[src/rtl/pps_pkg.sv]
// Shared PPS-path types and timestamp constants, used by pps_capture and pps_timer.
package pps_pkg;

    localparam int unsigned PPS_TS_WIDTH       = 64;
    localparam logic [63:0] PPS_PERIOD_NOMINAL = 64'd1_000_000_000;

    typedef logic [1:0] pps_state_t;

    localparam pps_state_t ST_UNLOCKED = 2'd0;
    localparam pps_state_t ST_ACQUIRE  = 2'd1;
    localparam pps_state_t ST_LOCKED   = 2'd2;

endpackage : pps_pkg

[src/rtl/pps_edge_qualifier.sv]
// Synchronises pps_in, latches the timestamp on each synchronised rising edge and
// qualifies the edge once the input has stayed high for MIN_HIGH_CYCLES cycles.
module pps_edge_qualifier import pps_pkg::*; #(
    parameter int unsigned TS_WIDTH        = PPS_TS_WIDTH,
    parameter int unsigned MIN_HIGH_CYCLES = 8
) (
    input  logic                clk_pps,
    input  logic                reset_pps,
    input  logic                i_pps,
    input  logic [TS_WIDTH-1:0] i_timestamp,
    output logic                o_qual_c,
    output logic                o_glitch_c,
    output logic [TS_WIDTH-1:0] o_ts_hold
);

    localparam int unsigned CNT_W = $clog2(MIN_HIGH_CYCLES + 1);

    logic                r_sync1;
    logic                r_sync2;
    logic                r_s_d;
    logic                r_pend;
    logic [CNT_W-1:0]    r_cnt;
    logic [TS_WIDTH-1:0] r_ts_hold;

    logic w_rise;
    logic w_qual;
    logic w_glitch;

    assign w_rise   = r_sync2 && !r_s_d;
    // A single-cycle filter qualifies on the edge itself; otherwise on the last required high cycle.
    assign w_qual   = (w_rise && (MIN_HIGH_CYCLES == 1)) ||
                      (r_pend && r_sync2 && (r_cnt == CNT_W'(MIN_HIGH_CYCLES - 1)));
    assign w_glitch = r_pend && !r_sync2;

    always_ff @(posedge clk_pps) begin
        if (reset_pps) begin
            r_sync1   <= 1'b0;
            r_sync2   <= 1'b0;
            r_s_d     <= 1'b0;
            r_pend    <= 1'b0;
            r_cnt     <= '0;
            r_ts_hold <= '0;
        end else begin
            r_sync1 <= i_pps;
            r_sync2 <= r_sync1;
            r_s_d   <= r_sync2;
            if (w_rise) begin
                r_ts_hold <= i_timestamp;
                r_cnt     <= CNT_W'(1);
                r_pend    <= (MIN_HIGH_CYCLES > 1);
            end else if (w_qual || w_glitch) begin
                r_pend <= 1'b0;
            end else if (r_pend) begin
                r_cnt <= r_cnt + CNT_W'(1);
            end
        end
    end

    assign o_qual_c   = w_qual;
    assign o_glitch_c = w_glitch;
    assign o_ts_hold  = r_ts_hold;

endmodule : pps_edge_qualifier

[src/rtl/pps_capture.sv]
// PPS receive path: timestamps qualified edges, measures the edge-to-edge period
// and tracks lock against the nominal period, with timeout and glitch counters.
module pps_capture import pps_pkg::*; #(
    parameter int unsigned          TS_WIDTH        = PPS_TS_WIDTH,
    parameter logic [TS_WIDTH-1:0]  PERIOD_NOMINAL  = TS_WIDTH'(PPS_PERIOD_NOMINAL),
    parameter logic [TS_WIDTH-1:0]  PERIOD_TOL      = TS_WIDTH'(1_000),
    parameter int unsigned          MIN_HIGH_CYCLES = 8,
    parameter int unsigned          TIMEOUT_CYCLES  = 180_000_000,
    parameter int unsigned          MISS_WIDTH      = 16
) (
    input  logic                  clk_pps,
    input  logic                  reset_pps,
    input  logic                  pps_in,
    input  logic [TS_WIDTH-1:0]   timestamp,
    output logic                  cap_valid,
    output logic [TS_WIDTH-1:0]   cap_ts,
    output logic [TS_WIDTH-1:0]   cap_period,
    output logic                  period_ok,
    output logic                  locked,
    output logic [MISS_WIDTH-1:0] missed_count,
    output logic [MISS_WIDTH-1:0] glitch_count
);

    localparam int unsigned         TO_W   = $clog2(TIMEOUT_CYCLES);
    localparam logic [TS_WIDTH-1:0] PER_LO = PERIOD_NOMINAL - PERIOD_TOL;
    localparam logic [TS_WIDTH-1:0] PER_HI = PERIOD_NOMINAL + PERIOD_TOL;

    logic                  w_qual;
    logic                  w_glitch;
    logic [TS_WIDTH-1:0]   w_ts_hold;
    logic [TS_WIDTH-1:0]   w_period;
    logic                  w_in_win;
    logic                  w_timeout;
    pps_state_t            w_state_nxt;

    pps_state_t            r_state;
    logic                  r_cap_valid;
    logic [TS_WIDTH-1:0]   r_cap_ts;
    logic [TS_WIDTH-1:0]   r_cap_period;
    logic                  r_period_ok;
    logic                  r_locked;
    logic [TS_WIDTH-1:0]   r_prev_ts;
    logic [TO_W-1:0]       r_to_cnt;
    logic [MISS_WIDTH-1:0] r_missed;
    logic [MISS_WIDTH-1:0] r_glitch;

    pps_edge_qualifier #(
        .TS_WIDTH        (TS_WIDTH),
        .MIN_HIGH_CYCLES (MIN_HIGH_CYCLES)
    ) u_qual (
        .clk_pps     (clk_pps),
        .reset_pps   (reset_pps),
        .i_pps       (pps_in),
        .i_timestamp (timestamp),
        .o_qual_c    (w_qual),
        .o_glitch_c  (w_glitch),
        .o_ts_hold   (w_ts_hold)
    );

    // Modular subtraction absorbs timestamp wrap.
    assign w_period  = w_ts_hold - r_prev_ts;
    assign w_in_win  = (w_period >= PER_LO) && (w_period <= PER_HI);
    assign w_timeout = (r_state != ST_UNLOCKED) && (r_to_cnt == TO_W'(TIMEOUT_CYCLES - 1));

    // Next-state: a qualified edge takes priority over a coincident timeout.
    always_comb begin
        w_state_nxt = r_state;
        if (w_qual) begin
            case (r_state)
                ST_UNLOCKED: w_state_nxt = ST_ACQUIRE;
                ST_ACQUIRE,
                ST_LOCKED:   w_state_nxt = w_in_win ? ST_LOCKED : ST_ACQUIRE;
                default:     w_state_nxt = ST_UNLOCKED;
            endcase
        end else if (w_timeout) begin
            w_state_nxt = ST_UNLOCKED;
        end
    end

    always_ff @(posedge clk_pps) begin
        if (reset_pps) begin
            r_state      <= ST_UNLOCKED;
            r_cap_valid  <= 1'b0;
            r_cap_ts     <= '0;
            r_cap_period <= '0;
            r_period_ok  <= 1'b0;
            r_locked     <= 1'b0;
            r_prev_ts    <= '0;
            r_to_cnt     <= '0;
            r_missed     <= '0;
            r_glitch     <= '0;
        end else begin
            r_state     <= w_state_nxt;
            r_locked    <= (r_state == ST_LOCKED);
            r_cap_valid <= w_qual;

            if (w_qual) begin
                r_cap_ts     <= w_ts_hold;
                r_cap_period <= (r_state == ST_UNLOCKED) ? '0 : w_period;
                r_period_ok  <= (r_state != ST_UNLOCKED) && w_in_win;
                r_prev_ts    <= w_ts_hold;
            end else if (w_timeout) begin
                r_period_ok <= 1'b0;
            end

            if (w_qual || w_timeout) begin
                r_to_cnt <= '0;
            end else if (r_state != ST_UNLOCKED) begin
                r_to_cnt <= r_to_cnt + TO_W'(1);
            end

            if (w_timeout && !w_qual && (r_missed != '1)) begin
                r_missed <= r_missed + MISS_WIDTH'(1);
            end
            if (w_glitch && (r_glitch != '1)) begin
                r_glitch <= r_glitch + MISS_WIDTH'(1);
            end
        end
    end

    assign cap_valid    = r_cap_valid;
    assign cap_ts       = r_cap_ts;
    assign cap_period   = r_cap_period;
    assign period_ok    = r_period_ok;
    assign locked       = r_locked;
    assign missed_count = r_missed;
    assign glitch_count = r_glitch;

endmodule : pps_capture
[config.mk]
export PLATFORM = sky130hd
export DESIGN_NAME = pps_capture
export DESIGN_NICKNAME = d
export VERILOG_FILES = /design/src/rtl/pps_pkg.sv /design/src/rtl/pps_edge_qualifier.sv /design/src/rtl/pps_capture.sv
export SDC_FILE = /design/constraint.sdc
export NUM_CORES = 1
export LEC_CHECK = 0
export ABC_CLOCK_PERIOD_IN_PS = 4700
export CORE_MARGIN = 10
export CORE_UTILIZATION = 45
export CTS_CLUSTER_SIZE = 10
export DETAILED_ROUTE_END_ITERATION = 6
export PLACE_DENSITY_LB_ADDON = 0.3
export REMOVE_ABC_BUFFERS = 1
export SETUP_SLACK_MARGIN = 0.15
export SKIP_CTS_REPAIR_TIMING = 1
export SLEW_MARGIN = 25
export SYNTH_ARGS = -nofsm -noshare
export SYNTH_HDL_FRONTEND = slang
export SYNTH_SLANG_ARGS = --single-unit
[constraint.sdc]
create_clock -name clk_pps -period 4.7 [get_ports clk_pps]
set_input_delay 0.94 -clock clk_pps [delete_from_list [all_inputs] [get_ports clk_pps]]
set_output_delay 0.94 -clock clk_pps [all_outputs]
set_load 0.03 [all_outputs]
# Word-level counts from Yosys, hierarchy flattened
# Cells that the tools add are included.
[word_totals]
elab_cells = 68
ff_bits = 265
[op_classes]
bitwise_logic = 1
n_eq_ne = 7
magnitude_cmp = 2
reduce_logical = 25
add_sub_neg = 5
muxes = 12
[ops]
columns = ["op", "count"]
rows = [
  ["64-bit by 30-bit greater-or-equal comparator with 1-bit output (second input constant)", 1],
  ["64-bit by 30-bit less-or-equal comparator with 1-bit output (second input constant)", 1],
  ["64-bit two-way mux", 1],
  ["64-bit subtractor", 1],
  ["16-bit by 1-bit adder with 16-bit output (second input constant)", 2],
  ["16-bit inequality test (second input constant)", 2],
  ["28-bit by 1-bit adder with 28-bit output (second input constant)", 1],
  ["28-bit equality test (second input constant)", 1],
  ["1-bit logical AND", 10],
  ["2-bit nonzero test", 4],
  ["1-bit two-way mux", 7],
  ["2-bit two-way mux", 3],
  ["2-bit OR reduction", 3],
  ["4-bit by 1-bit adder with 4-bit output (second input constant)", 1],
  ["4-bit by 3-bit equality test with 1-bit output (second input constant)", 1],
  ["2-bit case mux with 2 select lines", 1],
  ["2-bit AND reduction", 2],
  ["1-bit zero test", 3],
  ["2-bit by 1-bit equality test with 1-bit output (second input constant)", 1],
  ["2-bit equality test (second input constant)", 1],
  ["2-bit zero test", 1],
  ["1-bit logical OR", 2],
  ["2-bit by 1-bit inequality test with 1-bit output (second input constant)", 1],
  ["1-bit NOT", 1],
]

# Logic depth before layout (Yosys ltp)
# Gate-level depths: netlist (run 1).
[depth]
depth_word = 6
ltp_mapped = 15

# Cells and area by module
# A second synthesis (run 1) with hierarchy kept.
[unflattened]
hier_cells = 1804
hier_area_um2 = 14472.6
[by_module_without_submodules]
columns = ["module", "instances", "cells_each", "area_each_um2"]
rows = [
  ["pps_capture", 1, 1492, 11961.5],
  ["pps_edge_qualifier", 1, 312, 2511.2],
]

# Least setup slack after synthesis (run 1)
# Ideal clock, no wire load.
[synth_path]
path_kind = "flip-flop to flip-flop"
start = "reg r_prev_ts[0]"
end = "reg r_state[0]"
stages_incl_launch_ff = 15
setup_slack_ns = 0.431
setup_time_ns = 0.114
required_ns = 4.586
t_arrival_ns = 4.155
cell_sequence = "dfxtp_1 > ha_1 > inv_1 > fa_1 > a211oi_1 > o21ai_2 > a211oi_2 > o211ai_2 > o31ai_2 > xor2_1 > o2111ai_1 > or4b_1 > or4b_1 > or4_4 > a21o_1"
[synth_between]
elab_chain_cells = 6
elab_cells_between_ends = 7
classes_between = "1 x add/sub; 2 x order compare; 3 x mux; 1 x reduce/logical"
[synth_lines]
columns = ["element", "line_no", "rtl"]
rows = [
  ["from (decl)", "pps_capture.sv:42", "logic [TS_WIDTH-1:0] r_prev_ts;"],
  ["from (signal assigned)", "pps_capture.sv:101", "r_prev_ts <= w_ts_hold;"],
  ["64-bit subtractor (*)", "pps_capture.sv:61", "assign w_period = w_ts_hold - r_prev_ts;"],
  ["64-bit by 30-bit greater-or-equal comparator with 1-bit output / 64-bit by 30-bit less-or-equal comparator with 1-bit output (equally long branches)", "pps_capture.sv:62", "assign w_in_win = (w_period >= PER_LO) && (w_period <= PER_HI);"],
  ["1-bit logical AND (*)", "pps_capture.sv:62", ""],
  ["2-bit two-way mux (*)", "pps_capture.sv:72", "ST_LOCKED: w_state_nxt = w_in_win ? ST_LOCKED : ST_ACQUIRE;"],
  ["2-bit case mux with 2 select lines (*)", "pps_capture.sv:69", "case (r_state)"],
  ["2-bit two-way mux (*)", "pps_capture.sv:68", "if (w_qual) begin"],
  ["to (signal assigned)", "pps_capture.sv:93", "r_state <= w_state_nxt;"],
  ["to (decl)", "pps_capture.sv:36", "pps_state_t r_state;"],
]
# Mark *: on every way between the ends. The rest lies on a longest branch, timed or not.
# A chain may end at the register's enable or synchronous reset.

# Worst setup path in the final report (run 1)
[layout_path]
start = "reg r_prev_ts[18]"
end = "reg r_state[0]"
# Same word-level chain as after synthesis.

==> results.sh, run 1 <==
export IMPL_slew_headroom_pct=25.5
export IMPL_cellLeakagePower_nw=7.06
export IMPL_hpwl_um=37900
export IMPL_placed_area_mm2=0.0177
export IMPL_ir_drop_mv=0.284
export IMPL_cts_htree_levels=1
export IMPL_synth_area_per_cell_um2=7.54
export IMPL_whs_path_depth=1
export IMPL_cp_required_ps=5170
export IMPL_ant_nets=0
export IMPL_antenna_found_initial=0
export IMPL_antenna_cells=0
export IMPL_place_gp_congestion=0.938
export IMPL_ys_ff_latch=265
export IMPL_die_w_um=202
export IMPL_grt_max_degree=115
export IMPL_path_cells="inv_1, ha_1, nand2_1, buf_4, a211o_1, a31oi_4, o31a_1, a21oi_4, xnor2_2, and3_1, or4b_1, or4b_4, or4_4, a21o_1"
export IMPL_grt_pass1_vias=14300
export IMPL_final_setup_worst_slack_ps=265
export IMPL_cp_slowest_cell="or4b_4"
export IMPL_grt_pass1_wl_um=78800
export IMPL_root_buffer="clkbuf_16"
export IMPL_drtIter0Drc=1134
export IMPL_pre_cts_slack_ps=63.8
export IMPL_finish_utilization_pct=57.4
export IMPL_areaGrowthSynthToFinish_pct=25.5
export IMPL_vias=14900
export IMPL_final_cell_mix="nand2_1, dfxtp_1, a21oi_1"
export IMPL_synth_area_mm2=0.0149
export IMPL_ys_flop_type="dfxtp_1"
export IMPL_ioPinCount=230
export IMPL_nets=2313
export IMPL_numCtsBuffers=31
export IMPL_drt_wirelength_per_cell_um=19.1
export IMPL_yosysSeqAreaShare_pct=35.6
export IMPL_ys_async_sr_fraction_pct=0
export IMPL_rows=66
export IMPL_status="completed"
export IMPL_ys_warn_count=0
export IMPL_clk_latency_ps=580
export IMPL_finalHoldViolations=0
export IMPL_drc=0
export IMPL_fin_crit_sh_pct=94.4
export IMPL_ys_types=89
export IMPL_postLayoutCellArea_mm2=0.0187
export IMPL_fin_crit_ps=4430
export IMPL_slowest_delay_ps=540
export IMPL_fmax_ghz=0.225
export IMPL_startpoint_type="register"
export IMPL_die_area_mm2=0.0408
export IMPL_die_h_um=202
export IMPL_synth_edf_count=0
export IMPL_firstDrtPassIters=7
export IMPL_totalNegativeSetupSlack_ps=0
export IMPL_synth_cells=1978
export IMPL_hold_class="reg -> reg"
export IMPL_finClkSkew_ps=17.0
export IMPL_cts_sinks=265
export IMPL_cp_end_kind="register"
export IMPL_dp_cells=2579
export IMPL_layout_commonest_cell="nand2_1"
export IMPL_powerDensity_mw_per_mm2=311
export IMPL_drive_gt1_share_pct=6.69
export IMPL_r2r_cells=14
export IMPL_start_util_pct=45.7
export IMPL_via_per_inst=5.69
export IMPL_final_max_slew_viol_count=0
export IMPL_io_buffers=229
export IMPL_drv_cap=0
export IMPL_wl_um=50200
export IMPL_layout_cells_non_filler=2625
export IMPL_crit_type="reg -> reg"
export IMPL_grt_usage_pct=23.2
export IMPL_cts_tree="built"
export IMPL_overflow=0
export IMPL_cts_buffer_depth=3
export IMPL_worst_pin_slew_ps=1110
export IMPL_setup_violations_final=0
export IMPL_critPathArrivalTime_ps=4900
export IMPL_core_area_mm2=0.0326
export IMPL_rsz0062_at_grt="no"
export IMPL_clk_pin_slew_ps=60
export IMPL_crit_fanout=7
==> flip-flops by register name, indices dropped and copies added, names as in the netlist, 2 cells and up <==
signal	cells
r_state	2
glitch_count	16
missed_count	16
u_qual.r_cnt	4
r_to_cnt	28
r_prev_ts	64
u_qual.o_ts_hold	64
cap_period	64
==> routing by layer <==
| layer | part of all wire [%] | track usage [%] | vias up |
|---|---|---|---|
| met3 | 6.7 | 4.22 | 63 |
| li1 | - | - | 7301 |
| met2 | 47 | 38.2 | 496 |
| met5 | 0 | 0 | - |
| met4 | 1.7 | 4.50 | 0 |
| met1 | 45 | 31.2 | 7089 |
==> critical path, delay by kind of cell, from the launching register on <==
kind	cells	cell delay, ps
AOI/OAI and AO/OA	5	1130
adders and majority gates	1	430
buffers and inverters	2	230
xor gates and xnor gates	1	280
DFF	1	350
and+or+nand+nor	5	1900
==> worst paths after layout <==
check,slack (ps),end,start
max,270,r_state[0],r_prev_ts[18]
min,450,u_qual.r_sync2,u_qual.r_sync1
max reg2reg,270,r_state[0],r_prev_ts[18]
min reg2reg,450,u_qual.r_sync2,u_qual.r_sync1
==> cell families after synthesis <==
| group | after synthesis | synth area share, % |
|---|---|---|
| AOI/OAI and AO/OA | 516 | 22.1 |
| xor gates and xnor gates | 92 | 5.45 |
| adders and majority gates | 71 | 6.00 |
| buffers and inverters | 197 | 5.15 |
| DFF | 265 | 35.6 |
| muxes | 9 | 0.604 |
| and+or+nand+nor | 828 | 25.1 |
==> power breakdown <==
group,switching (mW),internal (mW)
Combinational,0.870,0.536
Clock,0.925,1.20
Sequential,0.0195,2.27
Total,1.81,4.01
==> final cells by class <==
type                            count  area [um2]
Multi-Input combinational cell   1516        9070
Tap cell                          442         553
Clock buffer                       38         822
Inverter                           88         330
Clock inverter                      3        18.8
Sequential cell                   265        5310
Timing Repair Buffer              273        2620
Fill cell                        3057       13900
==> Yosys cell counts (9+ instances only) <==
master / instances / area share, %
a211o_1: 10 / 0.59
a211oi_1: 20 / 1.0
a21o_1: 26 / 1.3
a21oi_1: 233 / 7.8
a22oi_1: 42 / 2.1
a31oi_1: 9 / 0.38
and2_1: 13 / 0.55
and3_1: 21 / 0.88
and4_1: 10 / 0.59
buf_2: 13 / 0.44
clkbuf_1: 85 / 2.1
dfxtp_1: 265 / 36
ha_1: 70 / 5.9
inv_1: 88 / 2.2
mux2i_1: 9 / 0.60
nand2_1: 380 / 9.6
nand3_1: 48 / 1.6
nand4_1: 40 / 1.7
nor2_1: 190 / 4.8
nor2b_1: 16 / 0.67
nor3_1: 38 / 1.3
nor4_1: 13 / 0.55
o211ai_1: 12 / 0.60
o21a_1: 13 / 0.65
o21ai_0: 58 / 1.9
o21bai_1: 9 / 0.45
or3_1: 16 / 0.67
xnor2_1: 42 / 2.5
xor2_1: 49 / 2.9
==> stage by stage <==
stage | power [mW] | hold slack [ps]
global route | 6.04 | 483
finish | 5.82 | 446
detailed placement | 3.62 | 439
global placement | 3.62 | 438
floorplan | 3.15 | 414
CTS | 5.75 | 452
Note: power is estimated with default switching activity, not from simulation.
==> run 2: changes to the inputs <==
Settings changed: CTS_CLUSTER_DIAMETER from default to 30.
==> run 2 against run 1 <==
Effect of this change:
- global-route usage rose by 0.67 points
- die area did not move
- first-iteration DRC count fell by 2.0%
- clock-buffer cell count rose by 27
- largest power group is now clock
==> results.sh, run 2 (same netlist as run 1, synthesis figures left out) <==
export IMPL_status="completed"
export IMPL_regToRegSetupSlack_ps=280
export IMPL_rows=66
export IMPL_core_area_mm2=0.0326
export IMPL_crit_path_end="r_state[0]"
export IMPL_path_cells="inv_1, ha_1, nand2_1, buf_4, a211o_1, a31oi_4, o31a_1, a21oi_4, xnor2_2, and3_1, or4b_1, or4b_4, or4_4, a21o_1"
export IMPL_fin_crit_sh_pct=94.0
export IMPL_via_per_inst=5.62
export IMPL_nets=2340
export IMPL_grt_pass1_vias=14800
export IMPL_firstDrtPassIters=5
export IMPL_cts_tree="built"
export IMPL_rsz0062_at_grt="no"
export IMPL_drc=0
export IMPL_areaGrowthSynthToFinish_pct=33.8
export IMPL_multi_input_area_mm2=0.00907
export IMPL_ioPinCount=230
export IMPL_hold_ws_ps=444
export IMPL_ir_drop_mv=0.289
export IMPL_totalNegativeSetupSlack_ps=0
export IMPL_slew_headroom_pct=25.6
export IMPL_crit_type="reg -> reg"
export IMPL_startpoint_type="register"
export IMPL_root_buffer="clkbuf_16"
export IMPL_antenna_found_initial=0
export IMPL_worst_pin_slew_ps=1110
export IMPL_cts_sinks=265
export IMPL_io_buffers=229
export IMPL_final_max_slew_viol_count=0
export IMPL_die_h_um=202
export IMPL_crit_start="r_prev_ts[18]"
export IMPL_drt_wirelength_per_cell_um=19.0
export IMPL_wl_um=51100
export IMPL_drv_cap=0
export IMPL_cellLeakagePower_nw=7.64
export IMPL_clk_pin_slew_ps=50
export IMPL_r2r_end="r_state[0]"
export IMPL_layout_commonest_cell="nand2_1"
export IMPL_die_w_um=202
export IMPL_ant_nets=0
export IMPL_grt_pass1_wl_um=80500
export IMPL_crit_fanout=7
export IMPL_cts_htree_levels=2
export IMPL_finalHoldViolations=0
export IMPL_place_gp_congestion=0.938
export IMPL_drtIter0Drc=1111
export IMPL_fill_cells=2915
export IMPL_reg2reg_from="r_prev_ts[18]"
export IMPL_die_area_mm2=0.0408
export IMPL_hold_class="reg -> reg"
export IMPL_critPathArrivalTime_ps=4880
export IMPL_cp_required_ps=5160
export IMPL_final_cell_mix="nand2_1, dfxtp_1, a21oi_1"
export IMPL_r2r_cells=14
export IMPL_placed_area_mm2=0.0177
export IMPL_fmax_ghz=0.226
export IMPL_postLayoutCellArea_mm2=0.0200
export IMPL_slowest_delay_ps=540
export IMPL_vias=15100
export IMPL_drive_gt1_share_pct=9.52
export IMPL_start_util_pct=45.7
export IMPL_setup_violations_final=0
export IMPL_fin_crit_ps=4420
export IMPL_area_sequential_mm2=0.00531
export IMPL_powerDensity_mw_per_mm2=399
export IMPL_cp_slowest_cell="or4b_4"
export IMPL_cp_end_kind="register"
export IMPL_cts_buffer_depth=3
export IMPL_antenna_cells=0
export IMPL_overflow=0
export IMPL_grt_max_degree=115
export IMPL_finClkSkew_ps=18.1
export IMPL_grt_usage_pct=23.9
export IMPL_clk_latency_ps=580
export IMPL_hpwl_um=37900
export IMPL_numCtsBuffers=58
[run 2: power breakdown]
group          internal [mW]  switching, mW  total (mW)  leakage (nW)
clock network           2.92           1.35        4.27          1.00
logic                  0.536          0.871        1.41          4.50
registers               2.27         0.0194        2.29          2.14
[run 2: worst min path at each step]
stage | startpoint | to | depth (start not counted)
finish | u_qual.r_sync1 | u_qual.r_sync2 | 1
global route | u_qual.r_sync1 | u_qual.r_sync2 | 1
CTS | u_qual.r_sync1 | u_qual.r_sync2 | 1
detailed placement | u_qual.r_sync1 | u_qual.r_sync2 | 1
global placement | u_qual.r_sync1 | u_qual.r_sync2 | 1
floorplan | u_qual.r_sync1 | u_qual.r_sync2 | 1
[run 2: per-layer routing]
layer,vias to the layer above,GRT usage (%),share of wire (%)
met1,7156,31.1,45
met4,0,6.79,2.4
met5,-,0,0
li1,7394,-,-
met3,81,4.91,6.3
met2,485,39.2,47
[run 2: per-stage QoR]
step                util, %  worst slack (ps)  power, mW  cells
floorplan                 -             -1410       3.15   1869
global placement       54.1              86.0       3.62   2579
detailed placement     54.1              63.8       3.62   2579
CTS                    60.5              49.3       7.91   2684
global route           61.2               145       8.24   2689
finish                 61.2               280       7.97   2689
[run 2: layout make-up]
type	count	area share, %
sequential	265	26.6
clock inverter	40	2.67
multi-input combinational	1516	45.4
clock buffer	65	7.76
tap	442	2.77
timing repair buffer	273	13.1
inverter	88	1.65
[run 2: critical path, delay by kind of cell (launching register included)]
kind                     cells  cell delay [ps]
flip-flops                   1              340
XOR/XNOR                     1              280
buffers and inverters        2              230
AND/OR/NAND/NOR              5             1900
adder cells (fa/ha/maj)      1              430
AO/OA/AOI/OAI                5             1120
